File: config.mk
export PLATFORM = sky130hd
export DESIGN_NAME = seg7_scan_driver
export DESIGN_NICKNAME = d
export VERILOG_FILES = /design/src/rtl/seg7_pkg.sv /design/src/rtl/hex7_decoder.sv /design/src/rtl/seg7_scan_driver.sv
export SDC_FILE = /design/constraint.sdc
export NUM_CORES = 1
export LEC_CHECK = 0
export ABC_AREA = 1
export BUFFER_PORTS_ARGS = -buffer_cell sky130_fd_sc_hd__buf_2
export CAP_MARGIN = 20
export CORE_MARGIN = 2
export CORE_UTILIZATION = 25
export CTS_CLUSTER_DIAMETER = 100
export DETAILED_ROUTE_END_ITERATION = 12
export PLACE_DENSITY = 0.44
export REMOVE_ABC_BUFFERS = 1
export SLEW_MARGIN = 20
export SYNTH_ARGS = -nofsm -noshare
export SYNTH_HDL_FRONTEND = slang
export SYNTH_SLANG_ARGS = --single-unit
export TNS_END_PERCENT = 5
File: constraint.sdc
create_clock -name clk -period 3.5 [get_ports clk]
set_clock_uncertainty 0.05 [all_clocks]
set_input_delay 0.875 -clock clk [delete_from_list [all_inputs] [get_ports clk]]
set_output_delay 0.875 -clock clk [all_outputs]
set_load 0.005 [all_outputs]
File: src/rtl/seg7_pkg.sv
// Shared constants for the 7-segment scan driver: hex glyph table, off pattern, prescaler divide.
// Pure declarations, no latency; no flow control.
// Segment bit order throughout is bit0=a .. bit6=g, active-high before output polarity.
package seg7_pkg;

    localparam logic [6:0] HEX2SEG [16] = '{
        7'h3F, 7'h06, 7'h5B, 7'h4F, 7'h66, 7'h6D, 7'h7D, 7'h07,
        7'h7F, 7'h6F, 7'h77, 7'h7C, 7'h39, 7'h5E, 7'h79, 7'h71
    };

    localparam logic [6:0] SEG_OFF = 7'h00;

    function automatic int calc_div(input int clk_hz, input int scan_hz);
        return clk_hz / scan_hz;
    endfunction

endpackage

File: src/rtl/hex7_decoder.sv
// Hex nibble to active-high 7-segment pattern.
// Combinational, zero latency; no flow control.
// Table lives in seg7_pkg so every display consumer shares one glyph set.
module hex7_decoder
    import seg7_pkg::*;
(
    input  logic [3:0] nibble_i,
    output logic [6:0] seg_o
);

    assign seg_o = HEX2SEG[nibble_i];

endmodule

File: src/rtl/seg7_scan_driver.sv
// Multiplexed hex display driver with tear-free frame-boundary loading; SEG7_LZ_BLANK_EN enables leading-zero blanking.
// Pins registered: a digit appears on the clock edge of its scan tick, blank_i acts one cycle later.
// No backpressure: load_i is always accepted, pending_o shows a captured value still waiting for a frame boundary.
module seg7_scan_driver
    import seg7_pkg::*;
#(
    parameter int DIGITS     = 4,
    parameter int CLK_HZ     = 50_000_000,
    parameter int SCAN_HZ    = 1000,
    parameter bit ACTIVE_LOW = 1'b1
) (
    input  logic                  clk,
    input  logic                  rst_n,
    input  logic [4*DIGITS-1:0]   value_i,
    input  logic [DIGITS-1:0]     dp_i,
    input  logic                  load_i,
    input  logic                  blank_i,
    output logic                  pending_o,
    output logic                  frame_o,
    output logic [6:0]            seg_o,
    output logic                  dp_o,
    output logic [DIGITS-1:0]     an_o
);

    localparam int DIV = calc_div(CLK_HZ, SCAN_HZ);
    localparam int CW  = $clog2(DIV);
    localparam int IW  = $clog2(DIGITS);

    localparam logic [6:0]        SEG_IDLE = SEG_OFF ^ {7{ACTIVE_LOW}};
    localparam logic [DIGITS-1:0] AN_IDLE  = {DIGITS{ACTIVE_LOW}};

    logic [CW-1:0]         cnt;
    logic [IW-1:0]         idx;
    logic                  tick;
    logic                  boundary;

    logic [4*DIGITS-1:0]   shadow_val;
    logic [DIGITS-1:0]     shadow_dp;
    logic [4*DIGITS-1:0]   disp_val;
    logic [DIGITS-1:0]     disp_dp;
    logic                  pending;

    // Per-digit snapshot taken at the tick that starts the digit, so a
    // frame-boundary display update never changes a digit mid-period.
    logic                  lit;
    logic [IW-1:0]         act_idx;
    logic [3:0]            held_nib;
    logic                  held_dp;
    logic                  held_lz;

    logic [3:0]            fresh_nib;
    logic                  fresh_dp;
    logic                  fresh_lz;
    logic [IW-1:0]         sel_idx;
    logic [3:0]            sel_nib;
    logic                  sel_dp;
    logic                  sel_lz;
    logic                  dark;
    logic [6:0]            seg_hi;
    logic [DIGITS-1:0]     an_hot;

    assign tick     = (cnt == CW'(DIV - 1));
    assign boundary = tick && (idx == IW'(DIGITS - 1));

    always_ff @(posedge clk or negedge rst_n) begin
        if (!rst_n) begin
            cnt <= '0;
            idx <= '0;
        end else begin
            cnt <= tick ? '0 : cnt + 1'b1;
            if (tick)
                idx <= (idx == IW'(DIGITS - 1)) ? '0 : idx + 1'b1;
        end
    end

    always_ff @(posedge clk or negedge rst_n) begin
        if (!rst_n) begin
            shadow_val <= '0;
            shadow_dp  <= '0;
            disp_val   <= '0;
            disp_dp    <= '0;
            pending    <= 1'b0;
        end else begin
            if (boundary && load_i) begin
                disp_val <= value_i;
                disp_dp  <= dp_i;
                pending  <= 1'b0;
            end else if (boundary && pending) begin
                disp_val <= shadow_val;
                disp_dp  <= shadow_dp;
                pending  <= 1'b0;
            end else if (load_i) begin
                pending  <= 1'b1;
            end
            if (load_i) begin
                shadow_val <= value_i;
                shadow_dp  <= dp_i;
            end
        end
    end

    always_comb begin
        fresh_nib = '0;
        fresh_dp  = 1'b0;
        for (int k = 0; k < DIGITS; k++) begin
            if (idx == IW'(k)) begin
                fresh_nib = disp_val[4*k +: 4];
                fresh_dp  = disp_dp[k];
            end
        end
    end

`ifdef SEG7_LZ_BLANK_EN
    logic lz_seen;

    // A digit stays dark while it and everything above it is zero without a dp.
    always_comb begin
        fresh_lz = 1'b0;
        lz_seen  = 1'b0;
        for (int k = DIGITS - 1; k >= 1; k--) begin
            lz_seen = lz_seen | (|disp_val[4*k +: 4]) | disp_dp[k];
            if (idx == IW'(k))
                fresh_lz = ~lz_seen;
        end
    end
`else
    assign fresh_lz = 1'b0;
`endif

    always_ff @(posedge clk or negedge rst_n) begin
        if (!rst_n) begin
            lit      <= 1'b0;
            act_idx  <= '0;
            held_nib <= '0;
            held_dp  <= 1'b0;
            held_lz  <= 1'b0;
        end else if (tick) begin
            lit      <= 1'b1;
            act_idx  <= idx;
            held_nib <= fresh_nib;
            held_dp  <= fresh_dp;
            held_lz  <= fresh_lz;
        end
    end

    assign sel_idx = tick ? idx       : act_idx;
    assign sel_nib = tick ? fresh_nib : held_nib;
    assign sel_dp  = tick ? fresh_dp  : held_dp;
    assign sel_lz  = tick ? fresh_lz  : held_lz;
    assign dark    = !(lit || tick) || blank_i || sel_lz;

    hex7_decoder u_dec (
        .nibble_i (sel_nib),
        .seg_o    (seg_hi)
    );

    always_comb begin
        an_hot = '0;
        for (int k = 0; k < DIGITS; k++)
            an_hot[k] = (sel_idx == IW'(k));
    end

    always_ff @(posedge clk or negedge rst_n) begin
        if (!rst_n) begin
            seg_o   <= SEG_IDLE;
            dp_o    <= ACTIVE_LOW;
            an_o    <= AN_IDLE;
            frame_o <= 1'b0;
        end else begin
            seg_o   <= dark ? SEG_IDLE   : (seg_hi ^ {7{ACTIVE_LOW}});
            dp_o    <= dark ? ACTIVE_LOW : (sel_dp ^ ACTIVE_LOW);
            an_o    <= dark ? AN_IDLE    : (an_hot ^ {DIGITS{ACTIVE_LOW}});
            frame_o <= boundary;
        end
    end

    assign pending_o = pending;

endmodule
==> results.yml, run 1 <==
worst_setup_path:
  critical_path_class: "flop to flop"
  cp-start-kind: "flop"
  cpMaxStageDelayCell: "dfrtp_1"
  arrival_ps: 2510
  crit_fanout: 16
  cpPeakStageDelay_ps: 370
  critPathCaptureType: "flop"
  critPathRequiredTime_ps: 3730
  crit_chain: "ha_1, nand3_1, nor2_1, nand2_4, nand2_1, nand2_2, inv_1, ha_1, inv_1, a21oi_1, o21ai_0, nand2_1"
sta:
  rsz0062_at_grt: "no"
  finalSetupViolCount: 0
  fin_crit_sh: 0.650
  clock.fmax_mhz: 440
  tightest_slew_ps: 718
  max_slew_margin: 0.521
  setup_ws_ps: 1230
  tns_ps: 0
  slew_violations: 0
  period_minus_slack_ps: 2270
  finalHoldViolations: 0
floorplan:
  rows: 45
  core-area_mm2: 0.0150
  die_h_um: 127
  io_pins: 38
  dieArea_mm2: 0.0162
  initial_core_util: 0.252
  die_w_um: 127
yosys:
  synth_edf_count: 0
  synth-warning-count: 0
  ys.flop_type: "dfrtp_1"
  ys_seq_elements: 81
  synthCells: 452
  synth_top_area_share: 0.455
  seq_area_frac_synth: 0.538
  synth_area_mm2: 0.00379
  synth_largest_area_cell: "dfrtp_1"
  synthTopCellsByArea: "dfrtp_1 46%, nand2_1 16%, dfstp_2 8.3%, inv_1 5.0%, nand3_1 4.2%"
  synth.distinct_cells: 34
  synth.avg_cell_area_um2: 8.39
  async_reset_ff_frac: 1.00
clock_network:
  cts-root-buf: "clkbuf_16"
  path_clk_slew_ps: 60
  ctsHoldBuffers: 0
  tritoncts: "yes"
  cts_buffers: 9
  cts.sinks: 81
  cts_buffer_depth: 2
  postCtsSetupBuffers: 0
  worst_skew_pair.late_latency_ps: 340
  htree_levels: 3
  cts-resized-gates: 0
routing:
  wl_per_cell_um: 11.7
  drtAntennaViolNets: 0
  detail_route.first_pass.iterations: 4
  top_layer: "met4"
  via_per_inst: 4.16
  met1_length_um: 3820
  drc: 0
  wl_met3_um: 177
  num_vias: 2828
  met2_length_um: 3780
  routed_wl_um: 7950
  drt_iter0_markers: 130
cells_and_area:
  area_growth_pct: 17.0
  multiInputGateArea_mm2: 0.00145
  seqCellArea_mm2: 0.00204
  final_cells: 680
  nNetsFinal: 519
  drive_above_1_share: 0.183
  final.fill_count: 1586
  n_antenna_cell: 0
min_path:
  hold_class: "flop to flop"
power:
  p_leak_nw: 2.21
  powerDensity_mw_per_mm2: 446
  power_w: 0.00198
  ir_worst_vdd_mv: 0.171
outcome:
  outcome: "completed"
global_routing:
  grt_max_degree: 82
  grt_pass1_vias: 2889
  antenna_found_initial: 0
  grt_overflow: 0
  grt_usage: 0.107
  grt_pass1_wl_um: 13900
placed_design:
  gp_congestion: 0.844
  hpwlAfterDp_um: 5740
  place_inst: 664
  pre_cts_slack_ps: 1160
  portBuffers: 37
job:
  drv_cap: 0
[critical path: cells and delay by family (launching register included)]
kind	cells	cell delay (ps)
simple gates	6	980
fa+ha+maj	2	380
flops	1	370
compound gates	2	290
buf+inv	2	150
[cells in the final DEF, fill, tap and decap left out, types with 8 or more instances in the layout]
| master | count |
|---|---|
| nor2_1 | 26 |
| buf_2 | 36 |
| nand2_1 | 158 |
| inv_1 | 51 |
| dfstp_2 | 12 |
| ha_1 | 8 |
| dfrtp_1 | 69 |
| a21oi_1 | 15 |
| o21ai_0 | 16 |
| nand3_1 | 32 |
| clkbuf_16 | 9 |
[kinds of logic after synthesis]
| group | count (synthesis) | share of synthesized area |
|---|---|---|
| adder cells (fa/ha/maj) | 8 | 0.0264 |
| XOR/XNOR | 6 | 0.0139 |
| AO/OA/AOI/OAI | 40 | 0.0571 |
| buffers and inverters | 70 | 0.0792 |
| flip-flops | 81 | 0.538 |
| AND/OR/NAND/NOR | 247 | 0.285 |
[cell usage after synthesis (3+ instances only)]
library cell	instances
nand4_1	5
o21ai_0	16
nand2_2	5
dfstp_2	12
o21ai_1	3
nor2_2	3
buf_2	4
inv_1	51
nor2_4	4
nand2_1	158
nor2_1	26
nand3_1	32
dfrtp_1	69
a21oi_1	15
inv_2	4
xor2_1	5
nor3_1	5
nand2_4	3
clkbuf_1	4
ha_1	8
buf_6	3
[final cells by class]
type,count,share of cell area
flip-flops and latches,81,0.460
clock buffers,9,0.0507
well taps,188,0.0530
multi-input cells,301,0.327
repair buffers,37,0.0431
clock inverters,7,0.0175
inverters,57,0.0488
[registers in the layout, indices dropped and copies added (netlist names)]
register and cells:
disp_dp 4, held_dp 1, cnt 16, act_idx 2, dp_o 1, frame_o 1, an_o 4, held_nib 4
seg_o 7, held_lz 1, pending_o 1, lit 1, idx 2, disp_val 16, shadow_dp 4, shadow_val 16
[per-layer routing]
layer | vias up | global-route usage
li1 | 1474 | -
met1 | 1303 | 0.141
met2 | 39 | 0.171
met3 | 12 | 0.0193
met4 | 0 | 0.0504
met5 | - | 0
[where the power goes]
group / internal [W] / total, W / switching [W]
clock: 0.000558 / 0.000949 / 0.000391
combinational: 0.0000200 / 0.0000670 / 0.0000470
sequential: 0.000957 / 0.000963 / 0.00000538
total: 0.00154 / 0.00198 / 0.000443
[stage by stage]
step                       util  hold WS [ps]  instance area (um^2)
after global routing      0.295           438                  4440
after detailed placement  0.275           410                  4130
after CTS                 0.295           425                  4430
after floorplan               -           380                  3710
final                     0.295           417                  4440
after global placement    0.275           396                  4130
[worst paths after layout]
check / start / end / slack [ps] / cells after the start
min: shadow_dp[2] / shadow_dp[2] / 420 / 2
max reg2reg: cnt[0] / seg_o[6] / 1230 / 12
max: cnt[0] / seg_o[6] / 1230 / 12
min in group asynchronous: rst_n / shadow_val[3] / 510 / 1
min reg2reg: shadow_dp[2] / shadow_dp[2] / 420 / 2
max in group asynchronous: rst_n / cnt[4] / 2400 / 1
No activity file was read; power rests on OpenSTA's default activity.
==> inputs of run 2 (changes only) <==
clock period = 2.3 ns   (was 3.5 ns; I/O delays follow)
==> results.yml, run 2 (synthesized netlist as in run 1, its figures left out) <==
sta:
  clock.fmax_mhz: 469
  tns_ps: 0
  max_slew_margin: 0.712
  slew_violations: 0
  tightest_slew_ps: 432
  period_minus_slack_ps: 2130
  finalSetupViolCount: 0
  finalHoldViolations: 0
  fin_crit_sh: 0.927
worst_setup_path:
  cpMaxStageDelayCell: "dfrtp_1"
  critPathRequiredTime_ps: 2510
  critical_path_class: "flop to flop"
  rrSetupSlack_ps: 170
  worst_path_most_repeated_cell: "nand2_1"
  crit_chain: "buf_4, ha_1, inv_1, buf_4, nand3_1, nand2_1, a21oi_1, nand2_1, o21ai_0, nand2_1"
  critical_path_cell_count: 10
  critPathTopFamily: "compound AO/OA/AOI/OAI gates"
  crit_fanout: 5
  arrival_ps: 2340
  worst_r2r_endpoint: "seg_o[5]"
  cpPeakStageDelay_ps: 380
  crit_start: "idx[1]"
  cp-start-kind: "flop"
  critPathBufInv: 3
  cp-endpoint: "seg_o[5]"
  critPathCaptureType: "flop"
  reg2reg_from: "idx[1]"
  r2r_cells: 10
clock_network:
  htree_levels: 3
  path_clk_slew_ps: 60
  cts.sinks: 81
  worst_skew_pair.late_latency_ps: 330
  cts-root-buf: "clkbuf_16"
  cts_buffer_depth: 2
  tritoncts: "yes"
  cts_buffers: 9
floorplan:
  initial_core_util: 0.252
  core-area_mm2: 0.0150
  rows: 45
  die_w_um: 127
  die_h_um: 127
  io_pins: 38
  dieArea_mm2: 0.0162
global_routing:
  grt_max_degree: 37
  antenna_found_initial: 0
  grt_pass1_vias: 3085
  grt_pass1_wl_um: 14700
  grt_overflow: 0
  grt_usage: 0.114
cells_and_area:
  n_antenna_cell: 0
  area_growth_pct: 22.0
  final_common_cell: "nand2_1"
  layout_common_cells: "158 x nand2_1, 69 x dfrtp_1, 48 x inv_1"
  top_regs: "cnt: 16 flops, disp_val: 16 flops, shadow_val: 16 flops"
  final.fill_count: 1584
  seqCellArea_mm2: 0.00204
  drive_above_1_share: 0.223
  multiInputGateArea_mm2: 0.00150
  nNetsFinal: 534
routing:
  drtAntennaViolNets: 0
  routed_wl_um: 8500
  wl_per_cell_um: 12.2
  num_vias: 2946
  detail_route.first_pass.iterations: 4
  drc: 0
  via_per_inst: 4.24
  drt_iter0_markers: 160
outcome:
  outcome: "completed"
min_path:
  hold_class: "primary input to asynchronous set/reset pin"
power:
  power_w: 0.00309
  p_leak_nw: 2.30
  ir_worst_vdd_mv: 0.341
  powerDensity_mw_per_mm2: 668
placed_design:
  gp_congestion: 0.921
  portBuffers: 37
  hpwlAfterDp_um: 6360
job:
  drv_cap: 0
run 2: cell types whose count changed in the layout (fill, tap and decap cells not counted), moves of 3 or more:
cell	delta
inv_1	-3
buf_4	+15
ha_4	+3
inv_2	+3
ha_1	-4
run 2: stage by stage:
| step | setup slack [ps] | area [um^2] | cells | utilization | hold WS (ps) |
|---|---|---|---|---|---|
| 6_report | 168 | 4630 | 695 | 0.308 | 114 |
| 5_1_grt | -9.08 | 4630 | 695 | 0.308 | 130 |
| 4_1_cts | 43.8 | 4540 | 690 | 0.302 | 117 |
| 3_5_place_dp | 57.0 | 4220 | 674 | 0.281 | 406 |
| 3_3_place_gp | 66.7 | 4220 | 674 | 0.281 | 391 |
| 2_1_floorplan | 339 | 3710 | 439 | - | 229 |
run 2: worst min path at each step:
stage | to | cells after the start | slack [ps]
after floorplan | act_idx[0] | 0 | 230
after global placement | cnt[0] | 1 | 390
after detailed placement | shadow_dp[0] | 2 | 410
after CTS | shadow_val[12] | 1 | 120
after global routing | shadow_val[12] | 1 | 130
final | shadow_dp[0] | 1 | 110
run 2: where the power goes:
| part | leakage [nW] | switching, W | internal [W] |
|---|---|---|---|
| Combinational | 1.16 | 0.0000735 | 0.0000367 |
| Clock | 0.153 | 0.000569 | 0.000950 |
| Sequential | 0.990 | 0.00000763 | 0.00146 |
run 2: layout make-up:
class / count / area share
multi-input combinational: 301 / 0.325
clock inverter: 7 / 0.0203
inverter: 57 / 0.0468
clock buffer: 9 / 0.0487
timing repair buffer: 52 / 0.0676
sequential: 81 / 0.441
tap: 188 / 0.0508
run 2: timing repair:
item                                   CTS  global route
gates resized for setup                  0            13
setup buffers                            0             5
endpoints found under the hold margin    0             0
hold buffers                             0             0
setup endpoints to repair                0             7
run 2: routing by layer:
layer,GRT usage,wire length (um)
met5,0,0
met4,0.0427,129
met3,0.0230,229
met2,0.191,4090
met1,0.147,4050
==> inputs of run 3 (changes only) <==
clock period = 2.34 ns   (was 2.3 ns; I/O delays follow)
==> results.yml, run 3 (synthesized netlist as in run 1, its figures left out) <==
cells_and_area:
  n_antenna_cell: 0
  final_common_cell: "nand2_1"
  layout_common_cells: "158 x nand2_1, 69 x dfrtp_1, 49 x inv_1"
  nNetsFinal: 531
  top_regs: "cnt: 16 flops, disp_val: 16 flops, shadow_val: 16 flops"
  final_cells: 692
  area_growth_pct: 20.0
  drive_above_1_share: 0.210
worst_setup_path:
  critPathCaptureType: "flop"
  critical_path_class: "flop to flop"
  cp-start-kind: "flop"
  reg2reg_from: "cnt[0]"
  critPathRequiredTime_ps: 2570
  rrSetupSlack_ps: 190
  worst_r2r_endpoint: "seg_o[3]"
  crit_fanout: 7
  r2r_cells: 13
  arrival_ps: 2380
floorplan:
  io_pins: 38
  initial_core_util: 0.252
  rows: 45
  die_h_um: 127
  die_w_um: 127
  core-area_mm2: 0.0150
  dieArea_mm2: 0.0162
clock_network:
  cts.sinks: 81
  tritoncts: "yes"
  cts-root-buf: "clkbuf_16"
  cts_buffers: 9
  cts_buffer_depth: 2
  htree_levels: 3
  worst_skew_pair.late_latency_ps: 330
  path_clk_slew_ps: 60
placed_design:
  hpwlAfterDp_um: 6150
  gp_congestion: 0.893
  place_inst: 672
  portBuffers: 37
routing:
  via_per_inst: 4.17
  drt_iter0_markers: 127
  num_vias: 2883
  wl_per_cell_um: 12.1
  routed_wl_um: 8390
  drtAntennaViolNets: 0
  drc: 0
  detail_route.first_pass.iterations: 5
sta:
  fin_crit_sh: 0.919
  period_minus_slack_ps: 2150
  max_slew_margin: 0.714
  clock.fmax_mhz: 465
  slew_violations: 0
  whs_ps: 118
  finalHoldViolations: 0
  finalSetupViolCount: 0
  tightest_slew_ps: 429
power:
  power_frac_comb: 0.036
  switching_share: 0.210
  switchingPower_w: 0.000626
  p_leak_nw: 2.28
  seqPwrFrac: 0.483
  ir_worst_vdd_mv: 0.270
  intPower_w: 0.00235
  powerDensity_mw_per_mm2: 655
  p_clk_frac: 0.480
global_routing:
  grt_max_degree: 37
  grt_usage: 0.111
  grt_pass1_vias: 2968
  grt_overflow: 0
  antenna_found_initial: 0
  grt_pass1_wl_um: 14200
min_path:
  hold_class: "primary input to asynchronous set/reset pin"
job:
  drv_cap: 0
outcome:
  outcome: "completed"
## run 3: cell count changes in the layout (fill, tap and decap cells not counted), moves of 2 or more
cell | previous run | this run
buf_4 | 15 | 12
ha_4 | 3 | 0
ha_1 | 4 | 6
clkbuf_8 | 0 | 2
## run 3: layout make-up
type | count | area, um^2
Fill cell | 1558 | 10500
Sequential cell | 81 | 2040
Multi-Input combinational cell | 301 | 1460
Timing Repair Buffer | 49 | 290
Clock buffer | 12 | 256
Tap cell | 188 | 235
Inverter | 57 | 216
Clock inverter | 4 | 51.3
## run 3: worst max path at each step
stage                      start        to  slack (ps)  cells after the start
final                     cnt[0]  seg_o[3]         190                     13
after global routing      idx[1]  seg_o[5]          -2                     11
after CTS                 idx[1]  seg_o[3]          70                     15
after detailed placement  idx[1]  seg_o[3]          90                     15
after global placement    idx[1]  seg_o[3]         110                     15
after floorplan           cnt[0]  seg_o[3]         380                     13
## run 3: power groups by stage
stage                     clock [W]  combinational, W  sequential [W]
after CTS                   0.00147          0.000114         0.00144
after global routing        0.00156          0.000128         0.00144
after global placement            0          0.000112         0.00146
final                       0.00143          0.000108         0.00144
after detailed placement          0          0.000114         0.00146
after floorplan                   0         0.0000397         0.00146
## run 3: repair_timing
action | in CTS | in global routing
resized for setup | 0 | 5
hold buffers | 0 | 0
setup buffers | 0 | 4
endpoints found under the hold margin | 0 | 0
endpoints found under the setup margin | 0 | 6
## run 3: per-layer routing
| metal | vias to the layer above | track usage | share of wire |
|---|---|---|---|
| met4 | 0 | 0.0459 | 0.021 |
| met5 | - | 0 | 0 |
| met3 | 11 | 0.0243 | 0.028 |
| li1 | 1495 | - | - |
| met2 | 41 | 0.175 | 0.46 |
| met1 | 1336 | 0.147 | 0.50 |
## run 3: critical path, stage by stage, from the launching register on
cell and delay (ps):
dfrtp_1 370, ha_1 180, nand3_1 160, inv_2 130, nand3_1 110, nor2_4 180
nand2_1 90, nand2_2 130, inv_1 80, ha_1 270, inv_1 50, a21oi_1 140
nand2_1 80, nand3_2 70
## run 3: stage by stage
| stage | setup slack (ps) | total power, W | area [um^2] | util | TNS, ps |
|---|---|---|---|---|---|
| after floorplan | 379 | 0.00150 | 3710 | - | 0 |
| after global placement | 110 | 0.00158 | 4200 | 0.280 | 0 |
| after detailed placement | 86.3 | 0.00158 | 4200 | 0.280 | 0 |
| after CTS | 70.5 | 0.00302 | 4510 | 0.300 | 0 |
| after global routing | -1.54 | 0.00312 | 4550 | 0.303 | -1.54 |
| final | 190 | 0.00298 | 4550 | 0.303 | 0 |
